--- src/rtl/alu_arbiter_pkg.sv ---
// alu_arbiter_pkg
//   Shared definitions for the two-port ALU arbiter: FSM state encoding,
//   control-word bit positions, named op codes and an operand-steering
//   helper used by the behavioural ALU.
//   Control word layout: {u, op1, op0, zx, sw}.
package alu_arbiter_pkg;

   localparam int DATA_W = 16;
   localparam int CTRL_W = 5;

   typedef enum logic [1:0] {
      IDLE = 2'd0,
      EXEC = 2'd1,
      RESP = 2'd2
   } state_t;

   // Control-word bit positions
   localparam int CTRL_SW  = 0;
   localparam int CTRL_ZX  = 1;
   localparam int CTRL_OP0 = 2;
   localparam int CTRL_OP1 = 3;
   localparam int CTRL_U   = 4;

   // Named operations
   localparam logic [CTRL_W-1:0] OP_ADD = 5'b10000;
   localparam logic [CTRL_W-1:0] OP_SUB = 5'b11000;
   localparam logic [CTRL_W-1:0] OP_AND = 5'b00000;

   typedef struct packed {
      logic [DATA_W-1:0] a;
      logic [DATA_W-1:0] b;
   } operands_t;

   // Swap first, then zero the (already swapped) X operand.
   function automatic operands_t alu_operands(input logic [DATA_W-1:0] x,
                                              input logic [DATA_W-1:0] y,
                                              input logic [CTRL_W-1:0] ctrl);
      operands_t o;
      o.a = ctrl[CTRL_SW] ? y : x;
      o.b = ctrl[CTRL_SW] ? x : y;
      if (ctrl[CTRL_ZX]) o.a = '0;
      return o;
   endfunction

endpackage

--- src/rtl/alu_arbiter_alu.sv ---
// GateLevelALU / BasicALU
//   Two implementations of the same 16-bit ALU; results are identical.
//   Ports: x, y (operands), ctrl ({u, op1, op0, zx, sw}), result.
//   Arithmetic (u=1): 00 X+Y, 01 X+1, 10 X-Y, 11 X-1, modulo 2^16.
//   Logic (u=0):      00 AND, 01 OR,  10 XOR, 11 NOT X.
module GateLevelALU
   import alu_arbiter_pkg::*;
(
   input  logic [DATA_W-1:0] x,
   input  logic [DATA_W-1:0] y,
   input  logic [CTRL_W-1:0] ctrl,
   output logic [DATA_W-1:0] result
);

   logic              sw, zx, op0, op1, u;
   logic [DATA_W-1:0] sx, sy, a, bb, sum, carry, logic_res;

   assign sw  = ctrl[CTRL_SW];
   assign zx  = ctrl[CTRL_ZX];
   assign op0 = ctrl[CTRL_OP0];
   assign op1 = ctrl[CTRL_OP1];
   assign u   = ctrl[CTRL_U];

   assign sx = (x & {DATA_W{~sw}}) | (y & {DATA_W{sw}});
   assign sy = (y & {DATA_W{~sw}}) | (x & {DATA_W{sw}});
   assign a  = sx & {DATA_W{~zx}};

   // One adder covers all four arithmetic ops:
   //   X+Y = a+y+0, X+1 = a+0+1, X-Y = a+~y+1, X-1 = a+FFFF+0
   assign bb       = ({DATA_W{~op0}} & (sy ^ {DATA_W{op1}})) | ({DATA_W{op0}} & {DATA_W{op1}});
   assign carry[0] = op0 ^ op1;

   for (genvar i = 0; i < DATA_W; i++) begin : g_fa
      assign sum[i] = a[i] ^ bb[i] ^ carry[i];
      if (i < DATA_W - 1) begin : g_c
         assign carry[i+1] = (a[i] & bb[i]) | (carry[i] & (a[i] ^ bb[i]));
      end
   end

   assign logic_res = ({DATA_W{~op1 & ~op0}} & (a & sy))
                    | ({DATA_W{~op1 &  op0}} & (a | sy))
                    | ({DATA_W{ op1 & ~op0}} & (a ^ sy))
                    | ({DATA_W{ op1 &  op0}} & ~a);

   assign result = u ? sum : logic_res;

endmodule

module BasicALU
   import alu_arbiter_pkg::*;
(
   input  logic [DATA_W-1:0] x,
   input  logic [DATA_W-1:0] y,
   input  logic [CTRL_W-1:0] ctrl,
   output logic [DATA_W-1:0] result
);

   operands_t o;

   always_comb begin
      o = alu_operands(x, y, ctrl);
      unique case ({ctrl[CTRL_U], ctrl[CTRL_OP1], ctrl[CTRL_OP0]})
         3'b100:  result = o.a + o.b;
         3'b101:  result = o.a + 16'd1;
         3'b110:  result = o.a - o.b;
         3'b111:  result = o.a - 16'd1;
         3'b000:  result = o.a & o.b;
         3'b001:  result = o.a | o.b;
         3'b010:  result = o.a ^ o.b;
         default: result = ~o.a;
      endcase
   end

endmodule

--- src/rtl/alu_arbiter_pick.sv ---
// RoundRobinPick2
//   Combinational two-way grant picker.
//   Ports: v0, v1 (requests), prio (port favoured on a tie),
//          g0, g1 (one-hot or zero grant).
module RoundRobinPick2 (
   input  logic v0,
   input  logic v1,
   input  logic prio,
   output logic g0,
   output logic g1
);

   assign g0 = v0 & (~v1 | ~prio);
   assign g1 = v1 & (~v0 | prio);

endmodule

--- src/rtl/alu_arbiter.sv ---
// alu_arbiter
//   Shares one 16-bit ALU between two requesters. A request is granted in
//   IDLE (round-robin on a tie), operands are registered, the ALU result is
//   captured in EXEC, and held on the owner's response channel in RESP until
//   that port accepts it.
//   Ports:
//     clk, rst                  clock, synchronous active-high reset
//     reqN_valid/ready          request handshake (ready is combinational)
//     reqN_x, reqN_y, reqN_ctrl operands and control word {u,op1,op0,zx,sw}
//     respN_valid/ready         response handshake (valid is registered)
//     resp_data                 registered result, shared by both ports
//     busy                      high whenever the FSM is not in IDLE
module alu_arbiter
   import alu_arbiter_pkg::*;
#(
   parameter int USE_GATE_LEVEL = 1
) (
   input  logic              clk,
   input  logic              rst,
   input  logic              req0_valid,
   input  logic              req1_valid,
   output logic              req0_ready,
   output logic              req1_ready,
   input  logic [DATA_W-1:0] req0_x,
   input  logic [DATA_W-1:0] req0_y,
   input  logic [DATA_W-1:0] req1_x,
   input  logic [DATA_W-1:0] req1_y,
   input  logic [CTRL_W-1:0] req0_ctrl,
   input  logic [CTRL_W-1:0] req1_ctrl,
   output logic              resp0_valid,
   output logic              resp1_valid,
   input  logic              resp0_ready,
   input  logic              resp1_ready,
   output logic [DATA_W-1:0] resp_data,
   output logic              busy
);

   state_t            state;
   logic              prio;
   logic              g0, g1;
   logic              owner_p0;
   logic [DATA_W-1:0] op_x_p0, op_y_p0;
   logic [CTRL_W-1:0] op_ctrl_p0;
   logic [DATA_W-1:0] alu_out;
   logic              owner_resp_ready;

   RoundRobinPick2 u_pick (
      .v0   (req0_valid),
      .v1   (req1_valid),
      .prio (prio),
      .g0   (g0),
      .g1   (g1)
   );

   // Ready is suppressed during reset so no port sees an acceptance that
   // the reset edge would discard.
   assign req0_ready = (state == IDLE) & g0 & ~rst;
   assign req1_ready = (state == IDLE) & g1 & ~rst;

   assign owner_resp_ready = owner_p0 ? resp1_ready : resp0_ready;

   if (USE_GATE_LEVEL != 0) begin : g_alu
      GateLevelALU u_alu (
         .x      (op_x_p0),
         .y      (op_y_p0),
         .ctrl   (op_ctrl_p0),
         .result (alu_out)
      );
   end else begin : g_alu
      BasicALU u_alu (
         .x      (op_x_p0),
         .y      (op_y_p0),
         .ctrl   (op_ctrl_p0),
         .result (alu_out)
      );
   end

   always_ff @(posedge clk) begin
      if (rst) begin
         state       <= IDLE;
         prio        <= 1'b0;
         owner_p0    <= 1'b0;
         op_x_p0     <= '0;
         op_y_p0     <= '0;
         op_ctrl_p0  <= '0;
         resp_data   <= '0;
         resp0_valid <= 1'b0;
         resp1_valid <= 1'b0;
         busy        <= 1'b0;
      end else begin
         unique case (state)
            // Grant and operand capture
            IDLE: begin
               if (g0 | g1) begin
                  op_x_p0    <= g1 ? req1_x    : req0_x;
                  op_y_p0    <= g1 ? req1_y    : req0_y;
                  op_ctrl_p0 <= g1 ? req1_ctrl : req0_ctrl;
                  owner_p0   <= g1;
                  state      <= EXEC;
                  busy       <= 1'b1;
               end
            end
            // ALU evaluation -> result register
            EXEC: begin
               resp_data   <= alu_out;
               resp0_valid <= ~owner_p0;
               resp1_valid <= owner_p0;
               state       <= RESP;
            end
            // Hold result until the owner takes it; the served port then
            // drops to lowest priority.
            RESP: begin
               if (owner_resp_ready) begin
                  prio        <= ~owner_p0;
                  resp0_valid <= 1'b0;
                  resp1_valid <= 1'b0;
                  busy        <= 1'b0;
                  state       <= IDLE;
               end
            end
            default: begin
               state <= IDLE;
               busy  <= 1'b0;
            end
         endcase
      end
   end

endmodule

--- config.mk ---
export PLATFORM = sky130hd
export DESIGN_NAME = alu_arbiter
export DESIGN_NICKNAME = d
export VERILOG_FILES = /design/src/rtl/alu_arbiter_pkg.sv /design/src/rtl/alu_arbiter_alu.sv /design/src/rtl/alu_arbiter_pick.sv /design/src/rtl/alu_arbiter.sv
export SDC_FILE = /design/constraint.sdc
export NUM_CORES = 1
export LEC_CHECK = 0
export BUFFER_PORTS_ARGS = -buffer_cell sky130_fd_sc_hd__buf_2
export CORE_MARGIN = 1
export CORE_UTILIZATION = 55
export CTS_BUF_LIST = sky130_fd_sc_hd__clkbuf_4
export CTS_CLUSTER_SIZE = 16
export DETAILED_ROUTE_END_ITERATION = 7
export PLACE_DENSITY = 0.86
export SETUP_SLACK_MARGIN = 0.15
export SLEW_MARGIN = 20
export SYNTH_ARGS = -nofsm -noshare
export SYNTH_HDL_FRONTEND = slang
export SYNTH_SLANG_ARGS = --single-unit
--- constraint.sdc ---
create_clock -name clk -period 11.5 [get_ports clk]
set_input_delay 1.15 -clock clk [delete_from_list [all_inputs] [get_ports clk]]
set_output_delay 1.15 -clock clk [all_outputs]
set_load 0.03 [all_outputs]
=== After elaboration in Yosys (flattened, before gate mapping) ===
Index checks and enable logic that the tools add are counted.

* Flip-flop bits (word level): 60
* Bits of input ports: 80

* Bitwise logic cells: 123
* Reductions and logical operators: 7
* Eq/ne operators: 4
* Multiplexer cells: 13

{| class="wikitable"
|+ Operator list
! cell !! count
|-
| $and A16 B16 Y16 || 12
|-
| $or A16 B16 Y16 || 7
|-
| $mux W16 || 3
|-
| $and A1 B1 Y1 || 40
|-
| $xor A1 B1 Y1 || 33
|-
| $xor A16 B16 Y16 || 2
|-
| $or A1 B1 Y1 || 18
|-
| $not A16 Y16 || 1
|-
| $not A1 Y1 || 10
|-
| $reduce_and A2 Y1 || 4
|-
| $pmux W2 S3 || 1
|-
| $mux W5 || 1
|-
| $mux W2 || 2
|-
| $pmux W1 S2 || 2
|-
| $mux W1 || 3
|-
| $pmux W1 S3 || 1
|-
| $reduce_and A3 Y1 || 1
|-
| $eq A2 B1 Y1 const B || 1
|-
| $eq A2 B2 Y1 const B || 1
|-
| $logic_not A2 Y1 || 1
|-
| $ne A2 B1 Y1 const B || 1
|-
| $ne A2 B2 Y1 const B || 1
|-
| $reduce_bool A2 Y1 || 1
|}

=== Depth between registers and ports, before layout ===
* Depth after elaboration: 39
* Depth in mapped cells: 25
* Gate-level depth less buffers: 23

=== Cells and area by module ===
Synthesis repeated with hierarchy kept, for this count alone.

* Cells, all modules: 543
* Area, all modules: 4,669.5 µm²

{| class="wikitable"
|+ By module, submodules not included
! module !! area an instance (µm²) !! sequential area each (µm²) !! times used !! cells an instance
|-
| alu_arbiter || 2,600.0 || 1,201.2 || 1 || 280
|-
| GateLevelALU || 2,050.7 || 0.0 || 1 || 260
|-
| RoundRobinPick2 || 18.8 || 0.0 || 1 || 3
|}

=== Least setup slack after synthesis ===
OpenSTA, ideal clock, no wires.

* Path type: reg2reg
* From: register op_ctrl_p0[2]
* To: register resp_data[15]
* Path buffers: 2
* Arrival: 8,485 ps
* Period minus slack after synthesis: 8,559 ps
* Path slack: 2,941 ps
* Cell stages (with the launch flop): 26
* Required time: 11,426 ps
* Cell sequence: dfxtp_1 clkbuf_1 clkbuf_1 inv_1 ha_1 inv_1 fa_1 fa_1 fa_1 fa_1 fa_1 fa_1 fa_1 fa_1 fa_1 fa_1 fa_1 fa_1 inv_1 fa_1 inv_1 fa_1 fa_1 xnor2_1 xnor3_1 a31oi_1

* Longest elaborated chain between the ends: 36
* Elaborated cells on any way between the ends: 79
* Those cells by class: mux: 1; bitwise: 78

{| class="wikitable"
|+ RTL lines
! what !! line !! RTL
|-
| start, declared || alu_arbiter.sv:43 || <nowiki>logic [CTRL_W-1:0] op_ctrl_p0;</nowiki>
|-
| start signal, assigned || alu_arbiter.sv:97 || <nowiki>op_ctrl_p0 <= g1 ? req1_ctrl : req0_ctrl;</nowiki>
|-
| $not A1 Y1 || alu_arbiter_alu.sv:30, alu_arbiter_alu.sv:40, alu_arbiter_alu.sv:42 ||
|-
| $and A16 B16 Y16 || alu_arbiter_alu.sv:30 || <nowiki>assign bb = ({DATA_W{~op0}} & (sy ^ {DATA_W{op1}})) | ({DATA_W{op0}} & {DATA_W{op1}});</nowiki>
|-
| $or A16 B16 Y16 || alu_arbiter_alu.sv:30 ||
|-
| $xor A1 B1 Y1 || alu_arbiter_alu.sv:36 || <nowiki>assign carry[i+1] = (a[i] & bb[i]) | (carry[i] & (a[i] ^ bb[i]));</nowiki>
|-
| $and A1 B1 Y1 || alu_arbiter_alu.sv:36 ||
|-
| $or A1 B1 Y1 || alu_arbiter_alu.sv:36 ||
|-
| $and A1 B1 Y1 || alu_arbiter_alu.sv:36 ||
|-
| $or A1 B1 Y1 || alu_arbiter_alu.sv:36 ||
|-
| [20 not listed] || - ||
|-
| $and A1 B1 Y1 || alu_arbiter_alu.sv:36 ||
|-
| $or A1 B1 Y1 || alu_arbiter_alu.sv:36 ||
|-
| $and A1 B1 Y1 || alu_arbiter_alu.sv:36 ||
|-
| $or A1 B1 Y1 || alu_arbiter_alu.sv:36 ||
|-
| $and A1 B1 Y1 || alu_arbiter_alu.sv:36 ||
|-
| $or A1 B1 Y1 || alu_arbiter_alu.sv:36 ||
|-
| $xor A1 B1 Y1 || alu_arbiter_alu.sv:34 || <nowiki>assign sum[i] = a[i] ^ bb[i] ^ carry[i];</nowiki>
|-
| $mux W16 * || alu_arbiter_alu.sv:45 || <nowiki>assign result = u ? sum : logic_res;</nowiki>
|-
| end signal, assigned || alu_arbiter.sv:105 || <nowiki>resp_data <= alu_out;</nowiki>
|-
| end, declared || alu_arbiter.sv:34 || <nowiki>output logic [DATA_W-1:0] resp_data,</nowiki>
|}

Mark *: on every way between the ends. The rest lies on a longest branch, timed or not.
A chain may end at the register's enable or synchronous reset.

=== Worst setup path after layout ===
* From: register op_ctrl_p0[0]
* To: register resp_data[15]

* Longest elaborated chain between the ends: 39
* Elaborated cells on any way between the ends: 85
* Those cells by class: mux: 1; bitwise: 84

{| class="wikitable"
|+ RTL lines
! what !! line !! RTL
|-
| $not A1 Y1 || alu_arbiter_alu.sv:24, alu_arbiter_alu.sv:25 ||
|-
| $and A16 B16 Y16 || alu_arbiter_alu.sv:25 || <nowiki>assign sy = (y & {DATA_W{~sw}}) | (x & {DATA_W{sw}});</nowiki>
|-
| $or A16 B16 Y16 || alu_arbiter_alu.sv:25 ||
|-
| $xor A16 B16 Y16 || alu_arbiter_alu.sv:30 ||
|-
| $and A16 B16 Y16 || alu_arbiter_alu.sv:30 ||
|-
| $or A16 B16 Y16 || alu_arbiter_alu.sv:30 ||
|-
| $xor A1 B1 Y1 || alu_arbiter_alu.sv:36 ||
|-
| $and A1 B1 Y1 || alu_arbiter_alu.sv:36 ||
|-
| [23 not listed] || - ||
|-
| $and A1 B1 Y1 || alu_arbiter_alu.sv:36 ||
|-
| $or A1 B1 Y1 || alu_arbiter_alu.sv:36 ||
|-
| $and A1 B1 Y1 || alu_arbiter_alu.sv:36 ||
|-
| $or A1 B1 Y1 || alu_arbiter_alu.sv:36 ||
|-
| $and A1 B1 Y1 || alu_arbiter_alu.sv:36 ||
|-
| $or A1 B1 Y1 || alu_arbiter_alu.sv:36 ||
|-
| $xor A1 B1 Y1 || alu_arbiter_alu.sv:34 ||
|-
| $mux W16 * || alu_arbiter_alu.sv:45 ||
|}

Marks and branches as above.

==> metrics.cfg <==
[sta]
whs_ns=0.459
fmax_mhz=109
skew_ns=0.0191
finalHoldViolCount=0
max_slew_margin=0.306
worst_pin_slew_ns=1.04
final-setup-viol-count=0
finalCritPeriodShare=0.798
drv_slew=0
setup_tns_ns=0
post-route-worst-setup-slack_ns=2.33
rsz0062_at_grt=false
min_period_ns=9.17

[logic_synthesis]
synth_warnings=0
yosys.cell_types.count=39
syn_area_um2=4660
synth_fp_nets=664
ys_ff_latch=60
ys.flop_type=dfxtp_1
synthTopCellsByCount=mux2i_1 (69), dfxtp_1 (60), nor2_1 (57), inv_1 (41), a211oi_1 (37)
synth.avg_cell_area_um2=8.75
synth_cells=533
yosysSeqAreaShare=0.258
synth-edff-count=0
synth_top_area_frac=0.258
synth_most_common_cell=mux2i_1
synth_top_area_cell=dfxtp_1
async_reset_ff_frac=0
yosys-top-cells-area=dfxtp_1 (26%), mux2i_1 (15%), ha_1 (9.7%)

[clock_network]
clk_latency_ns=0.42
cts_hold_buf=0
clk_pin_slew_worst_paths_ns=0.11
clockBufferDepth=2
cts.htree.levels=3
root_buffer=clkbuf_4
tritoncts=built
post_cts_resize_count=0
numCtsBuffers=9
cts_sinks=60
cts_setup_buffers=0

[run_status]
status=finished clean

[pwr]
leakage_nw=2.51
ir_worst_vdd_mv=0.0681
power_mw=0.667
switching_share=0.406
p_int_mw=0.396
p_per_area_nw_per_um2=128
comb_power_share=0.410
p_seq_frac=0.401
switchingPower_mw=0.271
clkPwrFrac=0.189

[worst_setup_path]
criticalPathCategory=flip-flop to flip-flop
rrSetupSlack_ns=2.33
r2r-start=op_ctrl_p0[0]
slowest_stage=dfxtp_2
cp-end-kind=flip-flop
r2r_cells=23
regToRegEndpoint=resp_data[15]
critPathMostFrequentCell=fa_1
crit_fanout=33
start_kind=flip-flop
crit_chain=mux2i_1, nor2_1, xnor2_1, fa_1, fa_1, fa_1, fa_1, fa_1, fa_1, fa_1, fa_1, fa_1, fa_1, fa_1, fa_1, inv_1, fa_1, inv_1, fa_1, fa_1, xnor2_1, xnor3_1, a31oi_1
crit_required_ns=11.85
max_stage_delay_ns=0.95
worstPathArrival_ns=9.53

[floorplanning]
dieHeight_um=94.1
die_area_um2=8850
core_um2=8220
fp-row-count=33
die-width_um=94.1
initial_utilization=0.568
ios=101

[worst_hold_path]
min_to=resp_data[13]
hp-class=flip-flop to flip-flop
hold_depth=2
min-delay-start=resp_data[13]

[run]
max-cap-violations=0

[cells_and_area]
final_nets=734
multiInputGateArea_um2=3080
stdcell_count=713
final_area_um2=5200
syn2layout_area_growth_pct=11.4
fin_util=0.632
fill_cells=692
drive_above_1_share=0.230
n_antenna_cell=0
register_area_um2=1200

[place]
placed_area_um2=5080
hpwl_um=7670
post-place-ws_ns=2.33
post-place-cells=697
place.gp.congestion=0.834
io_buffers=100

[grt]
grt-ovfl-total=0
track_usage=0.250
grt_pass1_vias=3736
grt_pass1_wl_um=17200
antenna_found_initial=0
grt_max_degree=76

[detailed_routing]
drc=0
route.vias.total=4000
routed_wl_um=10400
drt-initial-drc-count=243
ant_nets=0
routedWlPerCell_um=14.6
drtPass1Iterations=5
via_per_inst=5.61

## kinds of logic (layout without fill, tap and decap cells)
family / Yosys count / count (layout) / share of synthesized area
AND/OR/NAND/NOR: 135 / 135 / 0.136
AO/OA/AOI/OAI: 116 / 116 / 0.174
buffers and inverters: 84 / 159 / 0.0853
multiplexers: 70 / 70 / 0.151
flip-flops: 60 / 60 / 0.258
adder cells (fa/ha/maj): 51 / 51 / 0.161
XOR/XNOR: 17 / 17 / 0.0349
## routing by layer
metal,global-route usage,vias up,wire length (µm)
met4,0.0846,0,136
li1,-,1993,-
met1,0.339,1852,4850
met2,0.403,141,4820
met3,0.0372,14,587
met5,0,-,0
## sequential cells by signal (all words and copies together), names as in the netlist
| signal | flops |
|---|---|
| prio | 1 |
| resp0_valid | 1 |
| op_x_p0 | 16 |
| op_ctrl_p0 | 5 |
| resp1_valid | 1 |
| op_y_p0 | 16 |
| state | 2 |
| busy | 1 |
| resp_data | 16 |
| owner_p0 | 1 |
## power groups by stage
| stage | clock (mW) | combinational (mW) | sequential [mW] |
|---|---|---|---|
| 4_1_cts | 0.127 | 0.273 | 0.267 |
| 2_1_floorplan | 0 | 0.215 | 0.262 |
| 5_1_grt | 0.136 | 0.306 | 0.273 |
| 3_5_place_dp | 0 | 0.272 | 0.272 |
| 6_report | 0.126 | 0.273 | 0.268 |
| 3_3_place_gp | 0 | 0.256 | 0.269 |
## worst max-delay path: cells and delay by family (launching register included)
family / cells / cell delay (ns)
buffers and inverters: 2 / 0.15
multiplexers: 1 / 0.37
AND/OR/NAND/NOR: 1 / 0.10
flip-flops: 1 / 0.95
XOR/XNOR: 3 / 0.71
adder cells (fa/ha/maj): 15 / 6.66
AO/OA/AOI/OAI: 1 / 0.16
## layout by cell type (no fill, tap or decap), types with 2 or more instances in the layout
master | netlist | routed
nand2_1 | 24 | 24
a2111oi_0 | 2 | 2
mux2i_1 | 69 | 69
nand2b_1 | 7 | 6
ha_1 | 36 | 36
nor3_1 | 9 | 9
a211oi_1 | 37 | 37
a21oi_1 | 27 | 27
clkinv_1 | 0 | 2
nor2_1 | 57 | 57
clkinvlp_4 | 0 | 3
a22o_1 | 8 | 8
a31o_2 | 2 | 2
buf_2 | 10 | 100
dfxtp_1 | 60 | 58
and3_1 | 7 | 7
clkbuf_4 | 0 | 9
or2_2 | 15 | 15
fa_1 | 15 | 15
xnor2_1 | 16 | 16
dfxtp_2 | 0 | 2
a221o_1 | 14 | 14
o21ai_0 | 18 | 18
buf_4 | 6 | 2
a21o_1 | 2 | 2
nor2b_1 | 12 | 12
inv_1 | 41 | 41
## final cells by class
cell class / instances / area share
Inverter: 41 / 0.0296
Tap cell: 105 / 0.0253
Clock buffer: 9 / 0.0130
Timing Repair Buffer: 102 / 0.0992
Clock inverter: 7 / 0.00843
Sequential cell: 60 / 0.232
Multi-Input combinational cell: 389 / 0.593
## how the worst max path moves through the flow
stage / start / endpoint
6_report: op_ctrl_p0[0] / resp_data[15]
5_1_grt: op_ctrl_p0[0] / resp_data[15]
3_3_place_gp: op_ctrl_p0[0] / resp_data[15]
3_5_place_dp: op_ctrl_p0[0] / resp_data[15]
2_1_floorplan: op_ctrl_p0[2] / resp_data[15]
4_1_cts: op_ctrl_p0[0] / resp_data[15]
Note: power is estimated with default switching activity, not from simulation.
